### config.mk
export PLATFORM = sky130hd
export DESIGN_NAME = pixel_write_buffer_flat
export DESIGN_NICKNAME = d
export VERILOG_FILES = /design/src/rtl/pixel_write_buffer_if.sv /design/src/rtl/pixel_write_buffer.sv /design/src/flat_wrapper.sv
export SDC_FILE = /design/constraint.sdc
export NUM_CORES = 1
export LEC_CHECK = 0
export CAP_MARGIN = 20
export CORE_MARGIN = 5
export CORE_UTILIZATION = 34
export DETAILED_ROUTE_END_ITERATION = 16
export PLACE_DENSITY = 0.59
export SETUP_SLACK_MARGIN = 0.05
export SYNTH_ARGS = -nofsm -noshare
export SYNTH_HDL_FRONTEND = slang
export SYNTH_SLANG_ARGS = --single-unit
### constraint.sdc
create_clock -name clock -period 3.53 [get_ports clock]
set_input_delay 0.5295 -clock clock [delete_from_list [all_inputs] [get_ports clock]]
set_output_delay 0.5295 -clock clock [all_outputs]
set_load 0.02 [all_outputs]
### src/rtl/pixel_write_buffer_if.sv
// Plot-side and frame-buffer-side signals of pixel_write_buffer, plus the
// control FSM state (fsm_state: 0 = EMPTY, 1 = ACTIVE) for observation.
interface pixel_write_buffer_if;
    logic        plot;
    logic [8:0]  x_in;
    logic [7:0]  y_in;
    logic [2:0]  color_in;
    logic        plot_ready;
    logic        fb_we;
    logic [16:0] fb_addr;
    logic [2:0]  fb_data;
    logic        fb_ack;
    logic        idle;
    logic        overflow;
    logic [7:0]  drop_count;
    logic        fsm_state;

    modport slave (
        input  plot, x_in, y_in, color_in, fb_ack,
        output plot_ready, fb_we, fb_addr, fb_data, idle, overflow, drop_count, fsm_state
    );

    modport master (
        output plot, x_in, y_in, color_in, fb_ack,
        input  plot_ready, fb_we, fb_addr, fb_data, idle, overflow, drop_count, fsm_state
    );
endinterface

### src/rtl/pixel_write_buffer.sv
// Pixel FIFO between the draw sequencer and the frame-buffer write port.
// Optional macro PIXEL_BOUNDS_CHECK_EN: discard (and count) off-screen plots.
module pixel_write_buffer #(
    parameter int DEPTH    = 8,
    parameter int SCREEN_W = 320,
    parameter int SCREEN_H = 240
) (
    input  logic                 clock,
    input  logic                 resetn,
    pixel_write_buffer_if.slave  bus
);
    // Handshakes: a plot transfers on a rising edge where plot && plot_ready;
    // a frame-buffer write retires on a rising edge where fb_we && fb_ack.
    // plot_ready and fb_we are registered and never depend on plot or fb_ack.

    localparam int PTR_W = $clog2(DEPTH);
    localparam int CNT_W = PTR_W + 1;
    localparam logic [CNT_W-1:0] FULL  = CNT_W'(DEPTH);
    localparam logic [CNT_W-1:0] ONE   = CNT_W'(1);
    localparam logic [16:0]      ROW_W = 17'(SCREEN_W);

    typedef struct packed {
        logic [16:0] addr;
        logic [2:0]  color;
    } entry_t;

    typedef enum logic {EMPTY = 1'b0, ACTIVE = 1'b1} state_t;

    entry_t           mem [DEPTH];
    entry_t           head;
    state_t           state;
    logic [PTR_W-1:0] wr_ptr;
    logic [PTR_W-1:0] rd_ptr;
    logic [CNT_W-1:0] count;
    logic [CNT_W-1:0] count_next;
    logic [16:0]      addr;
    logic             accept;
    logic             store;
    logic             pop;
    logic             plot_ready_r;
    logic             fb_we_r;
    logic             idle_r;
    logic             overflow_r;

    assign addr   = 17'(bus.y_in) * ROW_W + 17'(bus.x_in);
    assign accept = bus.plot && plot_ready_r;
    assign pop    = fb_we_r && bus.fb_ack;

`ifdef PIXEL_BOUNDS_CHECK_EN
    localparam logic [8:0] X_LIM = 9'(SCREEN_W);
    localparam logic [7:0] Y_LIM = 8'(SCREEN_H);

    logic       in_range;
    logic [7:0] drop_cnt;

    assign in_range = (bus.x_in < X_LIM) && (bus.y_in < Y_LIM);
    assign store    = accept && in_range;

    always_ff @(posedge clock) begin
        if (!resetn) begin
            drop_cnt <= '0;
        end else if (accept && !in_range && drop_cnt != 8'hFF) begin
            drop_cnt <= drop_cnt + 8'd1;
        end
    end

    assign bus.drop_count = drop_cnt;
`else
    assign store          = accept;
    assign bus.drop_count = '0;
`endif

    always_comb begin
        count_next = count;
        unique case ({store, pop})
            2'b10:   count_next = count + ONE;
            2'b01:   count_next = count - ONE;
            default: count_next = count;
        endcase
    end

    // Storage carries no reset; pointers and count define which entries are live.
    always_ff @(posedge clock) begin
        if (store) begin
            mem[wr_ptr] <= '{addr: addr, color: bus.color_in};
        end
    end

    always_ff @(posedge clock) begin
        if (!resetn) begin
            state        <= EMPTY;
            wr_ptr       <= '0;
            rd_ptr       <= '0;
            count        <= '0;
            plot_ready_r <= 1'b1;
            fb_we_r      <= 1'b0;
            idle_r       <= 1'b1;
            overflow_r   <= 1'b0;
        end else begin
            unique case (state)
                EMPTY:  if (store) state <= ACTIVE;
                ACTIVE: if (count == ONE && pop && !store) state <= EMPTY;
                default: state <= EMPTY;
            endcase
            if (store) wr_ptr <= wr_ptr + 1'b1;
            if (pop)   rd_ptr <= rd_ptr + 1'b1;
            count        <= count_next;
            plot_ready_r <= (count_next != FULL);
            fb_we_r      <= (count_next != '0);
            idle_r       <= (count_next == '0);
            if (bus.plot && !plot_ready_r) overflow_r <= 1'b1;
        end
    end

    // Outputs read zero while empty so the post-reset values are defined.
    assign head          = mem[rd_ptr];
    assign bus.fb_addr   = fb_we_r ? head.addr  : '0;
    assign bus.fb_data   = fb_we_r ? head.color : '0;
    assign bus.plot_ready = plot_ready_r;
    assign bus.fb_we     = fb_we_r;
    assign bus.idle      = idle_r;
    assign bus.overflow  = overflow_r;
    assign bus.fsm_state = (state == ACTIVE);
endmodule

### src/flat_wrapper.sv
// flat-port wrapper written by rule: the top's interface ports become plain ports
module pixel_write_buffer_flat 
#(
    parameter int DEPTH    = 8,
    parameter int SCREEN_W = 320,
    parameter int SCREEN_H = 240
)
  (clock, resetn, bus_plot, bus_x_in, bus_y_in, bus_color_in, bus_fb_ack, bus_plot_ready, bus_fb_we, bus_fb_addr, bus_fb_data, bus_idle, bus_overflow, bus_drop_count, bus_fsm_state);
  pixel_write_buffer_if bus_i ();
  input  logic clock;
  input  logic resetn;
  input wire logic [$bits(bus_i.plot)-1:0] bus_plot;
  input wire logic [$bits(bus_i.x_in)-1:0] bus_x_in;
  input wire logic [$bits(bus_i.y_in)-1:0] bus_y_in;
  input wire logic [$bits(bus_i.color_in)-1:0] bus_color_in;
  input wire logic [$bits(bus_i.fb_ack)-1:0] bus_fb_ack;
  output wire logic [$bits(bus_i.plot_ready)-1:0] bus_plot_ready;
  output wire logic [$bits(bus_i.fb_we)-1:0] bus_fb_we;
  output wire logic [$bits(bus_i.fb_addr)-1:0] bus_fb_addr;
  output wire logic [$bits(bus_i.fb_data)-1:0] bus_fb_data;
  output wire logic [$bits(bus_i.idle)-1:0] bus_idle;
  output wire logic [$bits(bus_i.overflow)-1:0] bus_overflow;
  output wire logic [$bits(bus_i.drop_count)-1:0] bus_drop_count;
  output wire logic [$bits(bus_i.fsm_state)-1:0] bus_fsm_state;
  assign bus_i.plot = bus_plot;
  assign bus_i.x_in = bus_x_in;
  assign bus_i.y_in = bus_y_in;
  assign bus_i.color_in = bus_color_in;
  assign bus_i.fb_ack = bus_fb_ack;
  assign bus_plot_ready = bus_i.plot_ready;
  assign bus_fb_we = bus_i.fb_we;
  assign bus_fb_addr = bus_i.fb_addr;
  assign bus_fb_data = bus_i.fb_data;
  assign bus_idle = bus_i.idle;
  assign bus_overflow = bus_i.overflow;
  assign bus_drop_count = bus_i.drop_count;
  assign bus_fsm_state = bus_i.fsm_state;
  pixel_write_buffer #(.DEPTH(DEPTH), .SCREEN_W(SCREEN_W), .SCREEN_H(SCREEN_H)) u_core (.clock(clock), .resetn(resetn), .bus(bus_i));
endmodule
==> impl_metrics.csv <==
group,metric,value,unit
status,status,"complete, no violations",
power,powerDensity,548,nW/um2
synthesis,synth_top_area_cell,"edfxtp_1",
global_routing,grt_first_pass_wirelength,23.7,mm
sta,hold_viol_final,0,
synthesis,ys_top_cells_by_area,"edfxtp_1, mux4_2, dfxtp_1, ha_1, mux2i_1",
critical_path,crit_path_start_kind,"input port",
critical_path,crit_path_end_kind,"flip-flop",
cts,h-tree-depth,4,
synthesis,syn-cell-area,7630,um2
finish,nets,558,
finish,drive_above_1_share,21.0,%
critical_path,cp_common_cell,"ha_1",
min_path,hold_path.class,"reg2reg",
finish,syn_to_final_growth,19.9,%
critical_path,r2r_slack,0.98,ns
cts,numCtsBuffers,17,
global_routing,antenna_found_initial,0,
detailed_routing,antenna_left,0,
global_routing,grt-ovfl-total,0,
critical_path,cp_cell_sequence,"clkdlybuf4s50_1 -> ha_1 -> ha_1 -> fa_1 -> xor2_2 -> o21ai_0 -> nor4_2 -> and4bb_1 -> xor2_1",
sta,rsz0062_at_grt,"no",
detailed_routing,drc,0,
finish,final_cell_area,9150,um2
synthesis,synth_edf_count,160,
sta,worst_pin_slew,0.780,ns
floorplanning,die_h,160,um
cts,clock_tree.root_cell,"clkbuf_16",
detailed_routing,wl,15.1,mm
detailed_routing,drtIter0Drc,191,
power,p_leak,0.00300,uW
floorplanning,rows,54,
cts,cts_tree,"yes",
critical_path,arrival,3.32,ns
place,port_buffers,48,
critical_path,critical_path_class,"in2reg",
cts,clkTransAtPathRegs,0.06,ns
critical_path,slowest_delay,0.48,ns
synthesis,synth_top_area_share,63.0,%
synthesis,syn_area_per_cell,17.3,um2
synthesis,async_reset_ff_share,0,%
global_routing,grt_usage,12.2,%
cts,worstSkewPairLatency,0.42,ns
synthesis,ys_warn_count,0,
sta,skew,0.00837,ns
sta,setup_viol,0,
sta,max_slew_margin,47.6,%
floorplanning,start_util,34.7,%
detailed_routing,vias_per_cell,4.97,
detailed_routing,wl_per_cell,18.8,um
place,place_ws,-0.0714,ns
cts,cts_sinks,178,
synthesis,ys_seq_elements,178,
cts,cts_setup_buffers,0,
place,post-dp-hpwl,9.44,mm
critical_path,r2r_start,"u_core.bus.fb_we",
floorplanning,core,22000,um2
sta,setup_slack,0.358,ns
finish,final_cell_mix,"edfxtp_1, clkdlybuf4s50_1, mux4_2, nor2b_1, ha_1",
critical_path,crit_fanout,8,
critical_path,reg2reg_depth,7,
synthesis,yosysSeqAreaShare,67.7,%
flow_run,cap_violations,0,
finish,final_common_cell,"edfxtp_1",
sta,max_freq,315,MHz
sta,finalCriticalPeriod,3.17,ns
synthesis,synthFlopType,"edfxtp_1",
floorplanning,dieArea,25500,um2
global_routing,grt_max_degree,30,
floorplanning,ios,57,
critical_path,crit_path_top_delay_cell,"xor2_1",
sta,drv_slew,0,
power,irDropWorstVdd,0.264,mV
critical_path,startpoint,"bus_y_in[1]",
cts,postCtsHoldBufs,0,
floorplanning,die_w,160,um
cts,cts_resized,0,
cts,cts_buffer_depth,2,
place,place.gp.congestion,0.771,
power,power,5010,uW
critical_path,required,3.68,ns
global_routing,grt_pass1_vias,4221,
sta,holdWs,0.456,ns
detailed_routing,vias,3989,
critical_path,timing.rr.end,"u_core.bus.idle",
synthesis,syn_inst,440,
critical_path,crit_path_end,"u_core.mem[4][18]",
synthesis,synth.distinct_cells,47,
detailed_routing,drt_first_pass_iters,4,
finish,diodes,0,
place,dpl_cell_area,8560,um2
sta,finalCritPeriodShare,89.9,%
sta,setup_tns,0,ns
-- area by class of cell --
class	instances	area [um2]
Fill cell	1919	12800
Sequential cell	178	5170
Multi-Input combinational cell	233	2340
Timing Repair Buffer	67	648
Clock buffer	18	429
Tap cell	280	350
Clock inverter	14	161
Inverter	13	48.8
-- cell families after synthesis --
group	count (synthesis)	share of synthesized area [%]
adders and majority gates	24	4.13
muxes	61	14.6
AOI/OAI and AO/OA	37	3.31
buffers and inverters	36	2.25
xor gates and xnor gates	13	1.59
DFF	178	67.7
other	1	0.0491
and+or+nand+nor	90	6.41
-- cell usage after synthesis, types with 3 or more instances --
library cell,instances
o21ai_0,7
clkbuf_1,8
nor2b_1,24
buf_2,5
inv_1,13
or2_2,3
nor2_1,21
mux4_2,40
nand3_1,6
buf_4,8
dfxtp_1,18
xor2_1,6
nor3_1,6
a31oi_1,3
edfxtp_1,160
a21oi_1,10
xnor2_1,6
mux2i_1,21
nand2_1,17
ha_1,22
-- registers in the layout (all words and copies together) (netlist names), named ones only --
name	flops
u_core.rd_ptr	3
u_core.bus.fsm_state	1
u_core.bus.overflow	1
u_core.bus.fb_we	1
u_core.count	4
u_core.bus.idle	1
u_core.mem	160
u_core.bus.plot_ready	1
u_core.wr_ptr	3
-- critical path: cells and delay by family --
| family | cells | cell delay, ns |
|---|---|---|
| adder cells (fa/ha/maj) | 3 | 1.01 |
| buffers and inverters | 1 | 0.45 |
| AO/OA/AOI/OAI | 1 | 0.13 |
| XOR/XNOR | 2 | 0.72 |
| AND/OR/NAND/NOR | 2 | 0.49 |
-- per-layer routing --
layer	wire length [um]	vias to the layer above	track usage [%]	part of all wire [%]
met5	0	-	0	0
met4	237	0	4.22	1.6
met3	519	17	2.68	3.4
met2	7670	79	20.7	51
met1	6650	2058	15.4	44
li1	-	1835	-	-
-- worst min-delay path by stage --
stage | start | to | slack, ns | cells past startpoint
4_1_cts | u_core.bus.fsm_state | u_core.bus.fsm_state | 0.46 | 2
3_5_place_dp | u_core.bus.fsm_state | u_core.bus.fsm_state | 0.45 | 2
5_1_grt | u_core.bus.fsm_state | u_core.bus.fsm_state | 0.49 | 2
2_1_floorplan | u_core.rd_ptr[1] | flip-flop | 0.45 | 2
3_3_place_gp | u_core.bus.fsm_state | u_core.bus.fsm_state | 0.45 | 2
6_report | u_core.bus.fsm_state | u_core.bus.fsm_state | 0.46 | 2
-- report_power, final --
group          switching (uW)  leakage, uW  internal, uW  total [uW]
clock                     761     0.000286          1110        1870
sequential               41.6      0.00160          2420        2460
combinational             368      0.00111           310         678
total                    1170      0.00300          3840        5010
-- through the flow --
step	instances	util [%]
2_1_floorplan	447	-
3_3_place_gp	771	39.0
3_5_place_dp	771	39.0
4_1_cts	803	41.7
5_1_grt	803	41.7
6_report	803	41.7
Power figures use the tool's default switching activity.
